==> src/rtl/bus_arbiter.sv <==
// Two-way arbiter sharing one single-ported system bus between instruction fetch
// and the MEM-stage data port; data accesses take priority over fetches.
module bus_arbiter #(
  parameter int ADDR_W = 32,
  parameter int DATA_W = 32
) (
  input  logic              clk,
  input  logic              rst,
  input  logic [5:0]        stall_i,
  input  logic              flush_i,
  input  logic              if_req_i,
  input  logic [ADDR_W-1:0] if_addr_i,
  output logic [DATA_W-1:0] if_rdata_o,
  output logic              if_stallreq_o,
  input  logic              mem_req_i,
  input  logic              mem_we_i,
  input  logic [ADDR_W-1:0] mem_addr_i,
  input  logic [3:0]        mem_sel_i,
  input  logic [DATA_W-1:0] mem_wdata_i,
  output logic [DATA_W-1:0] mem_rdata_o,
  output logic              mem_stallreq_o,
  output logic              bus_req_o,
  output logic              bus_we_o,
  output logic [ADDR_W-1:0] bus_addr_o,
  output logic [3:0]        bus_sel_o,
  output logic [DATA_W-1:0] bus_wdata_o,
  input  logic [DATA_W-1:0] bus_rdata_i,
  input  logic              bus_ack_i
);

  typedef enum logic [2:0] {IDLE, IBUSY, DBUSY, IDONE, DDONE} state_t;

  state_t state, state_nxt;
  logic   discard;
  logic   flush_seen;
  logic   grant_mem;
  logic   grant_if;
  logic   unused_stall;

  // Only the IF and MEM stall bits matter to this block.
  assign unused_stall = ^{stall_i[5], stall_i[3:2], stall_i[0]};

  // A flush anywhere in the fetch cycle, including the ack cycle, drops its result.
  assign flush_seen = discard | flush_i;
  assign grant_mem  = (state == IDLE) & mem_req_i;
  assign grant_if   = (state == IDLE) & ~mem_req_i & if_req_i & ~flush_i;

  always_ff @(posedge clk) begin
    if (rst) state <= IDLE;
    else     state <= state_nxt;
  end

  always_comb begin
    state_nxt = state;
    case (state)
      IDLE: begin
        if (mem_req_i)                 state_nxt = DBUSY;
        else if (if_req_i && !flush_i) state_nxt = IBUSY;
      end
      IBUSY:   if (bus_ack_i) state_nxt = flush_seen ? IDLE : IDONE;
      DBUSY:   if (bus_ack_i) state_nxt = DDONE;
      IDONE:   if (!stall_i[1] || flush_i) state_nxt = IDLE;
      DDONE:   if (!stall_i[4]) state_nxt = IDLE;
      default: state_nxt = IDLE;
    endcase
  end

  always_comb begin
    if_stallreq_o  = 1'b0;
    mem_stallreq_o = 1'b0;
    if (!rst) begin
      if_stallreq_o  = if_req_i  & (state != IDONE);
      mem_stallreq_o = mem_req_i & (state != DDONE);
    end
  end

  // Bus request registers are loaded only on a grant and frozen until ack.
  always_ff @(posedge clk) begin
    if (rst) begin
      bus_req_o   <= 1'b0;
      bus_we_o    <= 1'b0;
      bus_addr_o  <= '0;
      bus_sel_o   <= 4'b0000;
      bus_wdata_o <= '0;
      if_rdata_o  <= '0;
      mem_rdata_o <= '0;
      discard     <= 1'b0;
    end else begin
      case (state)
        IDLE: begin
          discard <= 1'b0;
          if (grant_mem) begin
            bus_req_o   <= 1'b1;
            bus_we_o    <= mem_we_i;
            bus_addr_o  <= mem_addr_i;
            bus_sel_o   <= mem_sel_i;
            bus_wdata_o <= mem_wdata_i;
          end else if (grant_if) begin
            bus_req_o   <= 1'b1;
            bus_we_o    <= 1'b0;
            bus_addr_o  <= if_addr_i;
            bus_sel_o   <= 4'b1111;
            bus_wdata_o <= mem_wdata_i;
          end
        end
        IBUSY: begin
          if (flush_i) discard <= 1'b1;
          if (bus_ack_i) begin
            bus_req_o <= 1'b0;
            bus_we_o  <= 1'b0;
            if (!flush_seen) if_rdata_o <= bus_rdata_i;
          end
        end
        DBUSY: begin
          if (bus_ack_i) begin
            bus_req_o   <= 1'b0;
            bus_we_o    <= 1'b0;
            mem_rdata_o <= bus_we_o ? '0 : bus_rdata_i;
          end
        end
        default: ;
      endcase
    end
  end

endmodule
==> config.mk <==
export PLATFORM = sky130hd
export DESIGN_NAME = bus_arbiter
export DESIGN_NICKNAME = d
export VERILOG_FILES = /design/src/rtl/bus_arbiter.sv
export SDC_FILE = /design/constraint.sdc
export NUM_CORES = 1
export LEC_CHECK = 0
export CAP_MARGIN = 10
export CORE_MARGIN = 1.5
export CORE_UTILIZATION = 36
export DETAILED_ROUTE_END_ITERATION = 6
export HOLD_SLACK_MARGIN = 0.02
export PLACE_DENSITY = 0.78
export SYNTH_ARGS = -nofsm -noshare
export SYNTH_HDL_FRONTEND = slang
export SYNTH_SLANG_ARGS = --single-unit
==> constraint.sdc <==
create_clock -name clk -period 1.35 [get_ports clk]
set_input_delay 0.27 -clock clk [delete_from_list [all_inputs] [get_ports clk]]
set_output_delay 0.27 -clock clk [all_outputs]
set_load 0.005 [all_outputs]
==> impl_metrics.py <==
metrics = {
    "drt": {
        "ant_nets": 0,
        "drc": 22,
        "wl_per_cell_um": 20.47,
        "drt_iter0_drc": 404,
        "route.final.wire_length_um": 24550,
        "via_per_inst": 5.349,
        "vias": 6414,
        "drt-pass1-iter-count": 7,
    },
    "timing": {
        "final-hold-violation-count": 0,
        "setup_viol": 132,
        "clock.fmax_mhz": 611.8,
        "clock_skew_ns": 0.009768,
        "maxSlewViolCount": 0,
        "worst_slack_ns": -0.2845,
        "fin_crit_ns": 1.634,
        "relSlewSlack_pct": 44.25,
        "finalCritPeriodShare_pct": 121.1,
        "rsz0062_at_grt": "true",
        "tightest_slew_ns": 0.8362,
    },
    "floorplan": {
        "core_um2": 14640,
        "die_x_um": 126.1,
        "ioPinCount": 281,
        "initial_core_util_pct": 37.25,
        "die_h_um": 126.1,
        "num_rows": 44,
        "dieArea_um2": 15900,
    },
    "clocking": {
        "clk_latency_ns": 0.42,
        "hold_buffers": 0,
        "clock-sinks": 138,
        "numCtsBuffers": 17,
        "cts.htree.levels": 4,
        "cts_max_path_buffers": 2,
        "clock-root-buffer": "clkbuf_16",
        "path_clk_slew_ns": 0.06,
        "cts_tree": "built",
    },
    "logic_synthesis": {
        "syn-cell-area_um2": 5455,
        "synth_xor_area_share_pct": 0.1606,
        "ys_seq_elements": 138,
        "yosys.area.top_type": "dfxtp_1",
        "syn_inst": 670,
        "yosys-top-cells-count": "224 x nand2_1, 138 x dfxtp_1, 101 x a21oi_1",
        "synth.most_common_cell": "nand2_1",
        "ys_seq_area_share_pct": 50.64,
        "synth_area_leaders": "dfxtp_1 51%, nand2_1 15%, a21oi_1 9.3%, a311oi_2 4.4%, nand3b_1 4.4%",
        "synthSimpleGateAreaFrac_pct": 25.89,
        "synth-compound-area-share_pct": 17.66,
        "ys.flop_type": "dfxtp_1",
        "yosysTopAreaCellShare_pct": 50.64,
        "synth_fp_nets": 815,
        "synth_fa_ha_area_share_pct": 0,
        "yosysUniqueCellTypes": 33,
        "synth-edff-count": 0,
        "ys.warnings.count": 0,
        "synthMuxAreaShare_pct": 0.3670,
        "postSynthAreaPerCell_um2": 8.142,
        "async_flop_share_pct": 0,
        "synth_top_family_by_area": "simple AND/OR/NAND/NOR gates",
    },
    "min_path": {
        "min_path_type": "in -> reg",
        "worstHoldPathCells": 3,
        "min_to": "bus_addr_o[25]",
        "hp-start": "rst",
    },
    "place": {
        "portBuffers": 276,
        "place.gp.congestion": 0.7999,
        "post-place-ws_ns": -0.4576,
        "dp_hpwl_um": 12200,
    },
    "critical_path": {
        "path_common_cell": "buf_6",
        "crit_chain": "buf_6 > buf_6 > nor3_4 > and3_4 > buf_12 > buf_16 > nand2_4 > a21oi_2",
        "r2r_end": "if_rdata_o[23]",
        "rrSetupSlack_ns": -0.28,
        "critPathTopFamily": "simple AND/OR/NAND/NOR gates",
        "path_buf_inv": 4,
        "start_kind": "flop",
        "reg2regPathDepth": 8,
        "reg2reg_from": "state[1]",
        "worstPathArrival_ns": 1.98,
        "crit_start": "state[1]",
        "critical_path.max_fanout": 8,
        "worst-setup-path-type": "reg -> reg",
        "cpPeakStageDelay_ns": 0.36,
        "cp.required_ns": 1.69,
        "end_kind": "flop",
        "critPathSlowestCell": "dfxtp_4",
    },
    "cells_and_area": {
        "final_util_pct": 76.12,
        "syn2layout_area_growth_pct": 104.3,
        "seqCellArea_um2": 2804,
        "num_antenna_cells": 0,
        "multi_input_area_um2": 3467,
        "fill_cells": 963,
        "layout-drive-gt1-share_pct": 37.93,
        "final_nets": 1147,
    },
    "status": {
        "failed_checks": "design-rule violations, negative setup slack",
        "outcome": "finished with violations",
    },
    "grt": {
        "antenna_found_initial": 0,
        "busiest_layer": "met2",
        "grt_max_degree": 77,
        "globalRouteMet1Util_pct": 29.03,
        "grt_pass1_wl_um": 32690,
        "use_met2_pct": 47.45,
        "grt_pass1_vias": 6120,
        "grt_use_total_pct": 26.62,
        "gr-total-overflow": 0,
        "use_met3_pct": 8.241,
    },
    "power": {
        "leakagePower_nw": 4.861,
        "peakVddDrop_uv": 836.7,
        "power_density_nw_per_um2": 1232,
    },
    "job": {
        "drv_cap": 0,
    },
}
[metal layers]
metal,wire length [um],up-vias
li1,-,2934
met1,8622,3061
met2,12840,336
met3,2004,83
met4,1081,0
met5,0,-
[worst min-delay path, stage by stage]
cell and delay (ns):
buf_4 0.13, buf_4 0.14, a311oi_2 0.04
[final cells by class]
cell class,instances,share of cell area [%]
clock buffers,19,4.063
clock inverters,13,1.504
inverters,1,0.03367
multi-input cells,472,31.10
flip-flops and latches,138,25.15
well taps,184,2.065
repair buffers,372,36.08
[how the worst max path moves through the flow]
stage / endpoint / slack (ns) / cells past startpoint
after floorplan: bus_addr_o[10] / -0.02 / 7
after global placement: mem_stallreq_o / -0.41 / 3
after detailed placement: bus_addr_o[3] / -0.46 / 6
after CTS: bus_addr_o[22] / -0.23 / 7
after global routing: if_rdata_o[23] / -0.34 / 8
final: if_rdata_o[23] / -0.28 / 8
[cell usage in the layout, fill, tap and decap left out, types with 31 or more instances in the layout]
cell type | Yosys | layout
nand2_2 | 1 | 43
dlygate4sd2_1 | 0 | 120
nand3b_1 | 32 | 32
nand2_1 | 224 | 111
a21oi_2 | 0 | 62
nand2_4 | 0 | 70
dfxtp_1 | 138 | 111
nor2_1 | 43 | 34
a21oi_1 | 101 | 39
buf_6 | 0 | 31
clkdlybuf4s50_1 | 0 | 139
[metrics by stage]
stage	power [mW]	setup TNS [ns]	cells	area (um2)	hold slack [ns]
5_1_grt	14.24	-30.91	1199	11150	0.2127
4_1_cts	13.25	-19.08	1187	10170	0.1885
3_5_place_dp	7.567	-52.69	1117	8693	0.4439
3_3_place_gp	7.527	-49.20	1117	8693	0.4377
2_1_floorplan	5.889	-0.5392	670	5465	0.4060
6_report	13.73	-22.64	1199	11150	0.2144
[cells by family (layout without fill, tap and decap cells)]
family          Yosys count  in the layout
xor+xnor                  1              1
compound gates          145            145
mux                       2              2
buf+inv                  60            405
simple gates            324            324
flops                   138            138
[state kept, by name (all words and copies together) (netlist names)]
signal / count
discard: 1
bus_sel_o: 4
if_rdata_o: 32
bus_addr_o: 32
bus_req_o: 1
bus_we_o: 1
state: 3
bus_wdata_o: 32
mem_rdata_o: 32
[power breakdown]
group | switching [mW] | internal [mW] | leakage, nW
combinational | 1.89 | 2.26 | 3.42
clock | 1.88 | 3.02 | 0.300
sequential | 0.244 | 4.44 | 1.14
[timing repair]
action / 4_1_cts / 5_1_grt
endpoints found under the hold margin: 0 / 0
endpoints found under the setup margin: 269 / 143
setup buffers: 21 / 19
pin swaps: 43 / 154
resized for setup: 260 / 284
cloned: 17 / 7
Note: power is estimated with default switching activity, not from simulation.
